**src/rtl/spi_slave.sv**
```systemverilog
// SPI mode-0 responder: oversamples SCLK/SS_N/MOSI on CLOCK_50, shifts words MSB first.
// Latency: 3 CLOCK_50 cycles from an SPI pin change to the internal strobe; rx_valid one cycle after the last rising SCLK.
// Backpressure: one-deep tx holding register (tx_valid/tx_ready); an empty register at word start sends DEFAULT_TX and flags underrun.
//
// Ports:
//   CLOCK_50, RESET           system clock, asynchronous active-high reset
//   SCLK, SS_N, MOSI          SPI inputs from the master, asynchronous to CLOCK_50
//   MISO, MISO_OE             SPI data out and pad enable (enable = selected)
//   tx_data/tx_valid/tx_ready word offered for transmission, accepted when valid & ready
//   rx_data/rx_valid          last received word, rx_valid pulses once per completed word
//   underrun, frame_err       one-cycle event pulses
//   busy                      frame in progress (synchronized SS_N low)

module spi_slave #(
   parameter int                    DATA_WIDTH = 8,
   parameter logic [DATA_WIDTH-1:0] DEFAULT_TX = 8'hFF
) (
   input  logic                  CLOCK_50,
   input  logic                  RESET,
   input  logic                  SCLK,
   input  logic                  SS_N,
   input  logic                  MOSI,
   output logic                  MISO,
   output logic                  MISO_OE,
   input  logic [DATA_WIDTH-1:0] tx_data,
   input  logic                  tx_valid,
   output logic                  tx_ready,
   output logic [DATA_WIDTH-1:0] rx_data,
   output logic                  rx_valid,
   output logic                  underrun,
   output logic                  frame_err,
   output logic                  busy
);

   localparam int                CNT_W    = (DATA_WIDTH > 2) ? $clog2(DATA_WIDTH) : 1;
   localparam logic [CNT_W-1:0]  LAST_BIT = CNT_W'(DATA_WIDTH - 1);

   localparam logic [0:0] ST_IDLE   = 1'b0;
   localparam logic [0:0] ST_ACTIVE = 1'b1;

   // ------------------------------------------------------------------
   // Input synchronizers. Stages [1:0] resolve metastability, stage [2]
   // is the previous synchronized value used for edge detection. MOSI
   // needs no edge detect, so it stops at two stages.
   // ------------------------------------------------------------------
   logic [2:0] sclk_pipe_q, sclk_pipe_d;
   logic [2:0] ss_n_pipe_q, ss_n_pipe_d;
   logic [1:0] mosi_pipe_q, mosi_pipe_d;

   always_comb begin
      sclk_pipe_d = {sclk_pipe_q[1:0], SCLK};
      ss_n_pipe_d = {ss_n_pipe_q[1:0], SS_N};
      mosi_pipe_d = {mosi_pipe_q[0], MOSI};
   end

   always_ff @(posedge CLOCK_50 or posedge RESET) begin
      if (RESET) begin
         sclk_pipe_q <= 3'b000;
         ss_n_pipe_q <= 3'b111;
         mosi_pipe_q <= 2'b00;
      end else begin
         sclk_pipe_q <= sclk_pipe_d;
         ss_n_pipe_q <= ss_n_pipe_d;
         mosi_pipe_q <= mosi_pipe_d;
      end
   end

   logic sclk_rise, sclk_fall, ss_fall, ss_rise, mosi_sync;

   always_comb begin
      sclk_rise = sclk_pipe_q[1] & ~sclk_pipe_q[2];
      sclk_fall = ~sclk_pipe_q[1] & sclk_pipe_q[2];
      ss_fall   = ~ss_n_pipe_q[1] & ss_n_pipe_q[2];
      ss_rise   = ss_n_pipe_q[1] & ~ss_n_pipe_q[2];
      mosi_sync = mosi_pipe_q[1];
   end

   // ------------------------------------------------------------------
   // Frame state, shift registers and the tx holding register
   // ------------------------------------------------------------------
   logic [0:0]            state_q,       state_d;
   logic [CNT_W-1:0]      bit_cnt_q,     bit_cnt_d;
   logic [DATA_WIDTH-1:0] rx_shift_q,    rx_shift_d;
   logic [DATA_WIDTH-1:0] tx_shift_q,    tx_shift_d;
   logic                  word_done_q,   word_done_d;
   logic [DATA_WIDTH-1:0] rx_data_q,     rx_data_d;
   logic                  rx_valid_q,    rx_valid_d;
   logic                  underrun_q,    underrun_d;
   logic                  frame_err_q,   frame_err_d;
   logic [DATA_WIDTH-1:0] hold_q,        hold_d;
   logic                  hold_full_q,   hold_full_d;

   logic                  load_tx;
   logic                  write_acc;
   logic [DATA_WIDTH-1:0] rx_next;

   always_comb begin
      state_d     = state_q;
      bit_cnt_d   = bit_cnt_q;
      rx_shift_d  = rx_shift_q;
      tx_shift_d  = tx_shift_q;
      word_done_d = word_done_q;
      rx_data_d   = rx_data_q;
      rx_valid_d  = 1'b0;
      underrun_d  = 1'b0;
      frame_err_d = 1'b0;
      hold_d      = hold_q;
      hold_full_d = hold_full_q;
      load_tx     = 1'b0;
      write_acc   = tx_valid & ~hold_full_q;
      rx_next     = {rx_shift_q[DATA_WIDTH-2:0], mosi_sync};

      case (state_q)
         ST_IDLE: begin
            // SCLK activity while deselected is ignored entirely.
            if (ss_fall) begin
               state_d     = ST_ACTIVE;
               bit_cnt_d   = '0;
               word_done_d = 1'b0;
               rx_shift_d  = '0;
               load_tx     = 1'b1;
            end
         end
         ST_ACTIVE: begin
            // SS_N rise wins over any SCLK edge seen in the same cycle, so a
            // master that drops SCLK and raises SS_N together ends the frame
            // without triggering the next-word load.
            if (ss_rise) begin
               state_d     = ST_IDLE;
               frame_err_d = (bit_cnt_q != '0);
               bit_cnt_d   = '0;
               word_done_d = 1'b0;
            end else if (sclk_rise) begin
               rx_shift_d = rx_next;
               if (bit_cnt_q == LAST_BIT) begin
                  bit_cnt_d   = '0;
                  word_done_d = 1'b1;
                  rx_data_d   = rx_next;
                  rx_valid_d  = 1'b1;
               end else begin
                  bit_cnt_d = bit_cnt_q + 1'b1;
               end
            end else if (sclk_fall) begin
               if (word_done_q) begin
                  // First falling edge after a full word: next word's MSB.
                  word_done_d = 1'b0;
                  load_tx     = 1'b1;
               end else begin
                  tx_shift_d = tx_shift_q << 1;
               end
            end
         end
         default: begin
            state_d = ST_IDLE;
         end
      endcase

      if (load_tx) begin
         if (hold_full_q) begin
            tx_shift_d  = hold_q;
            hold_full_d = 1'b0;
         end else begin
            tx_shift_d  = DEFAULT_TX;
            underrun_d  = 1'b1;
         end
      end

      // No bypass: a write landing in the same cycle as a load from an
      // empty register is kept for the following word.
      if (write_acc) begin
         hold_d      = tx_data;
         hold_full_d = 1'b1;
      end
   end

   always_ff @(posedge CLOCK_50 or posedge RESET) begin
      if (RESET) begin
         state_q     <= ST_IDLE;
         bit_cnt_q   <= '0;
         rx_shift_q  <= '0;
         tx_shift_q  <= '0;
         word_done_q <= 1'b0;
         rx_data_q   <= '0;
         rx_valid_q  <= 1'b0;
         underrun_q  <= 1'b0;
         frame_err_q <= 1'b0;
         hold_q      <= '0;
         hold_full_q <= 1'b0;
      end else begin
         state_q     <= state_d;
         bit_cnt_q   <= bit_cnt_d;
         rx_shift_q  <= rx_shift_d;
         tx_shift_q  <= tx_shift_d;
         word_done_q <= word_done_d;
         rx_data_q   <= rx_data_d;
         rx_valid_q  <= rx_valid_d;
         underrun_q  <= underrun_d;
         frame_err_q <= frame_err_d;
         hold_q      <= hold_d;
         hold_full_q <= hold_full_d;
      end
   end

   // ------------------------------------------------------------------
   // Outputs
   // ------------------------------------------------------------------
   always_comb begin
      MISO_OE   = (state_q == ST_ACTIVE);
      busy      = (state_q == ST_ACTIVE);
      MISO      = (state_q == ST_ACTIVE) & tx_shift_q[DATA_WIDTH-1];
      tx_ready  = ~hold_full_q;
      rx_data   = rx_data_q;
      rx_valid  = rx_valid_q;
      underrun  = underrun_q;
      frame_err = frame_err_q;
   end

endmodule

```
**config.mk**
```make
export PLATFORM = sky130hd
export DESIGN_NAME = spi_slave
export DESIGN_NICKNAME = d
export VERILOG_FILES = /design/src/rtl/spi_slave.sv
export SDC_FILE = /design/constraint.sdc
export NUM_CORES = 1
export LEC_CHECK = 0
export ABC_AREA = 1
export BUFFER_PORTS_ARGS = -buffer_cell sky130_fd_sc_hd__buf_4
export CAP_MARGIN = 20
export CORE_ASPECT_RATIO = 0.5
export CORE_MARGIN = 3
export CORE_UTILIZATION = 30
export DETAILED_ROUTE_END_ITERATION = 8
export GPL_ROUTABILITY_DRIVEN = 0
export GPL_TIMING_DRIVEN = 1
export PLACE_DENSITY = 0.58
export SLEW_MARGIN = 20
export SYNTH_ARGS = -nofsm -noshare
export SYNTH_HDL_FRONTEND = slang
export SYNTH_SLANG_ARGS = --single-unit
```
**constraint.sdc**
```tcl
create_clock -name CLOCK_50 -period 3.3 [get_ports CLOCK_50]
set_input_delay 0.66 -clock CLOCK_50 [delete_from_list [all_inputs] [get_ports CLOCK_50]]
set_output_delay 0.66 -clock CLOCK_50 [all_outputs]
set_load 0.05 [all_outputs]
```
==> results by group <==
Logic synthesis
  • Post-synth net total: 227
  • Synth warnings: 0
  • Post-synth EDFFs: 0
  • Async SR Flop Fraction: 1.000
  • Synth unique cells: 25
  • Syn Std Cell Area: 2028 um2
  • Mapped Cells: 210
  • Register area share after synthesis: 0.5941
  • Prevailing post-synth register cell: dfrtp_1
  • Synth Register Bits: 48
  • Mapped Avg Cell Area: 9.658 um2

STA
  • RSZ-0062 raised after global routing: no
  • Setup Skew: 0.009891 ns
  • Worst Max-Slew Pin Slew: 0.4482 ns
  • Max-slew violation count: 0
  • Max Fclk: 565.7 MHz
  • Hold_ws: 0.3438 ns
  • Final TNS setup: 0 ns
  • Worst slew margin: 0.7005
  • Endpoints failing setup: 0
  • Final hold vios: 0
  • Tcrit/Tclk final: 0.5356
  • Post-layout min period: 1.768 ns

Drt
  • Routed length on met1: 1.903 mm
  • Post-route ant nets: 0
  • DRT Wirelength: 3.572 mm
  • Residual DRC: 0
  • Highest Signal Layer: met4
  • Total length of routed met3 wires: 136 um
  • Via count: 1401
  • Vias per cell: 4.233
  • Drt first pass iters: 4
  • Met2 wire len: 1.477 mm
  • Initial DRC count: 101
  • Avg WL per Cell: 10.79 um

Finish
  • Proportion of layout cells with a drive suffix above 1: 0.2675
  • Design Area, Final: 2550 um2
  • Most frequent cells in the layout: nand2_1 (65), dfrtp_1 (45), buf_4 (28)
  • Area growth syn-to-layout: 25.73%
  • Nets: 259
  • Diodes inserted: 0
  • Leading cell type in the layout, fill and taps excluded: nand2_1

Run status
  • Status: finished clean

Clocking
  • Clock latency on the worst-skew pair: 0.29 ns
  • CTS tree: built
  • Number of CTS-inserted buffers: 5
  • Hold bufs inserted after CTS: 0
  • CTS Root Cell: clkbuf_16
  • Reg clk slew, reported paths: 0.07 ns
  • # clock sinks: 48
  • Setup Fix Bufs, Post-CTS: 0
  • Clock tree buffer depth: 2
  • H-tree levels: 2
  • Post-CTS resize count: 0

Pwr
  • Leakage power: 1.320 nW
  • PD cells: 739.1 nW/um2
  • Peak VDD IR: 299.5 uV

Placed design
  • Post-Place Cell Area: 2315 um2
  • IO Port Bufs: 28
  • Dpl hpwl: 2.446 mm

Hold path
  • Hold Crit Class: in -> async

Worst setup path
  • CP max FO: 7
  • Slowest stage delay, CP: 0.50 ns
  • Worst path bufs/invs: 2
  • Top Family by Delay on Critical Path: flip-flops
  • Critical Path End Type: output port
  • Crit path cell chain: nand2_1, inv_1, buf_4
  • CP Launch Type: flop
  • WP data arrival: 1.11 ns
  • Setup Crit Path Kind: reg -> out
  • Cell type of the slowest stage on the worst timing path: dfrtp_1
  • Worst path required time: 2.64 ns

Floorplan
  • Die span in y: 64.14 um
  • Die width: 122.3 um
  • Die ar.: 7843 um2
  • Core Box Area: 6306 um2
  • Starting Density: 0.3216
  • Row cnt: 20
  • I/O pin cnt: 29

GRT
  • Grt ovf: 0
  • Tot GR Track Use: 0.09807
  • Initial antenna violation count: 0
  • Vias in the first global route: 1373
  • Largest net degree at the start of global routing: 49
  • Global-route wire length before repair: 6.085 mm

Job
  • Max_cap viols: 0
-- cells in the mapped netlist, types with 4 or more instances --
cell / instances / area (um2)
a21oi_1: 6 / 30.03
dfrtp_1: 45 / 1126
inv_1: 24 / 90.09
nand2_1: 65 / 244.0
nand2_2: 4 / 25.02
nand2_4: 4 / 45.04
nand3_1: 12 / 60.06
nor2_1: 9 / 33.78
o21ai_0: 6 / 30.03
o21ai_2: 7 / 61.31
o22ai_1: 6 / 37.54
-- where the power goes --
group          internal, mW  switching, mW  total, mW  leakage [nW]
combinational         0.140          0.253      0.392         0.604
clock                 0.511          0.215      0.726         0.104
sequential            0.704         0.0625      0.767         0.612
total                  1.35          0.530       1.88          1.32
-- through the flow --
stage / instances / util / setup slack, ns / power (mW)
CTS: 330 / 0.4012 / 1.519 / 1.907
global route: 331 / 0.4044 / 1.462 / 2.003
detailed placement: 322 / 0.3671 / 1.677 / 1.172
floorplan: 210 / - / 1.501 / 1.083
finish: 331 / 0.4044 / 1.532 / 1.885
global placement: 322 / 0.3671 / 1.710 / 1.158
-- state kept, by name, indices dropped and copies added, names as in the netlist --
register and flops:
MISO_OE 1, bit_cnt_q 3, frame_err 1, hold_full_q 1, hold_q 8, mosi_pipe_q 2, rx_data 8, rx_shift_q 7
rx_valid 1, sclk_pipe_q 3, ss_n_pipe_q 3, tx_shift_q 8, underrun 1, word_done_q 1
-- final timing paths --
kind,endpoint,slack [ns],cells after the start,from
min in group CLOCK_50,sclk_pipe_q[1]$_DFF_PP0_,0.35,0,sclk_pipe_q[0]$_DFF_PP0_
max in group asynchronous,ss_n_pipe_q[1]$_DFF_PP1_,2.39,3,RESET
worst min-delay path,rx_valid$_DFF_PP0_,0.34,2,RESET
worst max-delay path,MISO,1.53,3,MISO_OE$_DFF_PP0_
worst max register to register,rx_data[4]$_DFFE_PP0P_,1.86,7,ss_n_pipe_q[2]$_DFF_PP1_
worst min register to register,sclk_pipe_q[1]$_DFF_PP0_,0.35,0,sclk_pipe_q[0]$_DFF_PP0_
-- area by class of cell --
class | instances | area (um2)
clock buffers | 5 | 125.1
clock inverters | 3 | 90.09
fillers | 656 | 3756
inverters | 27 | 103.9
multi-input cells | 131 | 685.7
flip-flops and latches | 48 | 1205
well taps | 88 | 110.1
repair buffers | 29 | 230.2
-- logic make-up (layout without fill, tap and decap cells) --
family | count (synthesis) | in the layout | share of synthesized area
AND/OR/NAND/NOR | 99 | 99 | 0.2239
flip-flops | 48 | 48 | 0.5941
AO/OA/AOI/OAI | 27 | 27 | 0.08452
adder cells (fa/ha/maj) | 3 | 3 | 0.01851
multiplexers | 2 | 2 | 0.01110
buffers and inverters | 31 | 64 | 0.06786
-- routing by layer --
| layer | GRT usage | vias to the layer above |
|---|---|---|
| li1 | - | 724 |
| met1 | 0.1344 | 651 |
| met2 | 0.1463 | 21 |
| met3 | 0.02564 | 5 |
| met4 | 0.04324 | 0 |
| met5 | 0 | - |
Note: power is estimated with default switching activity, not from simulation.
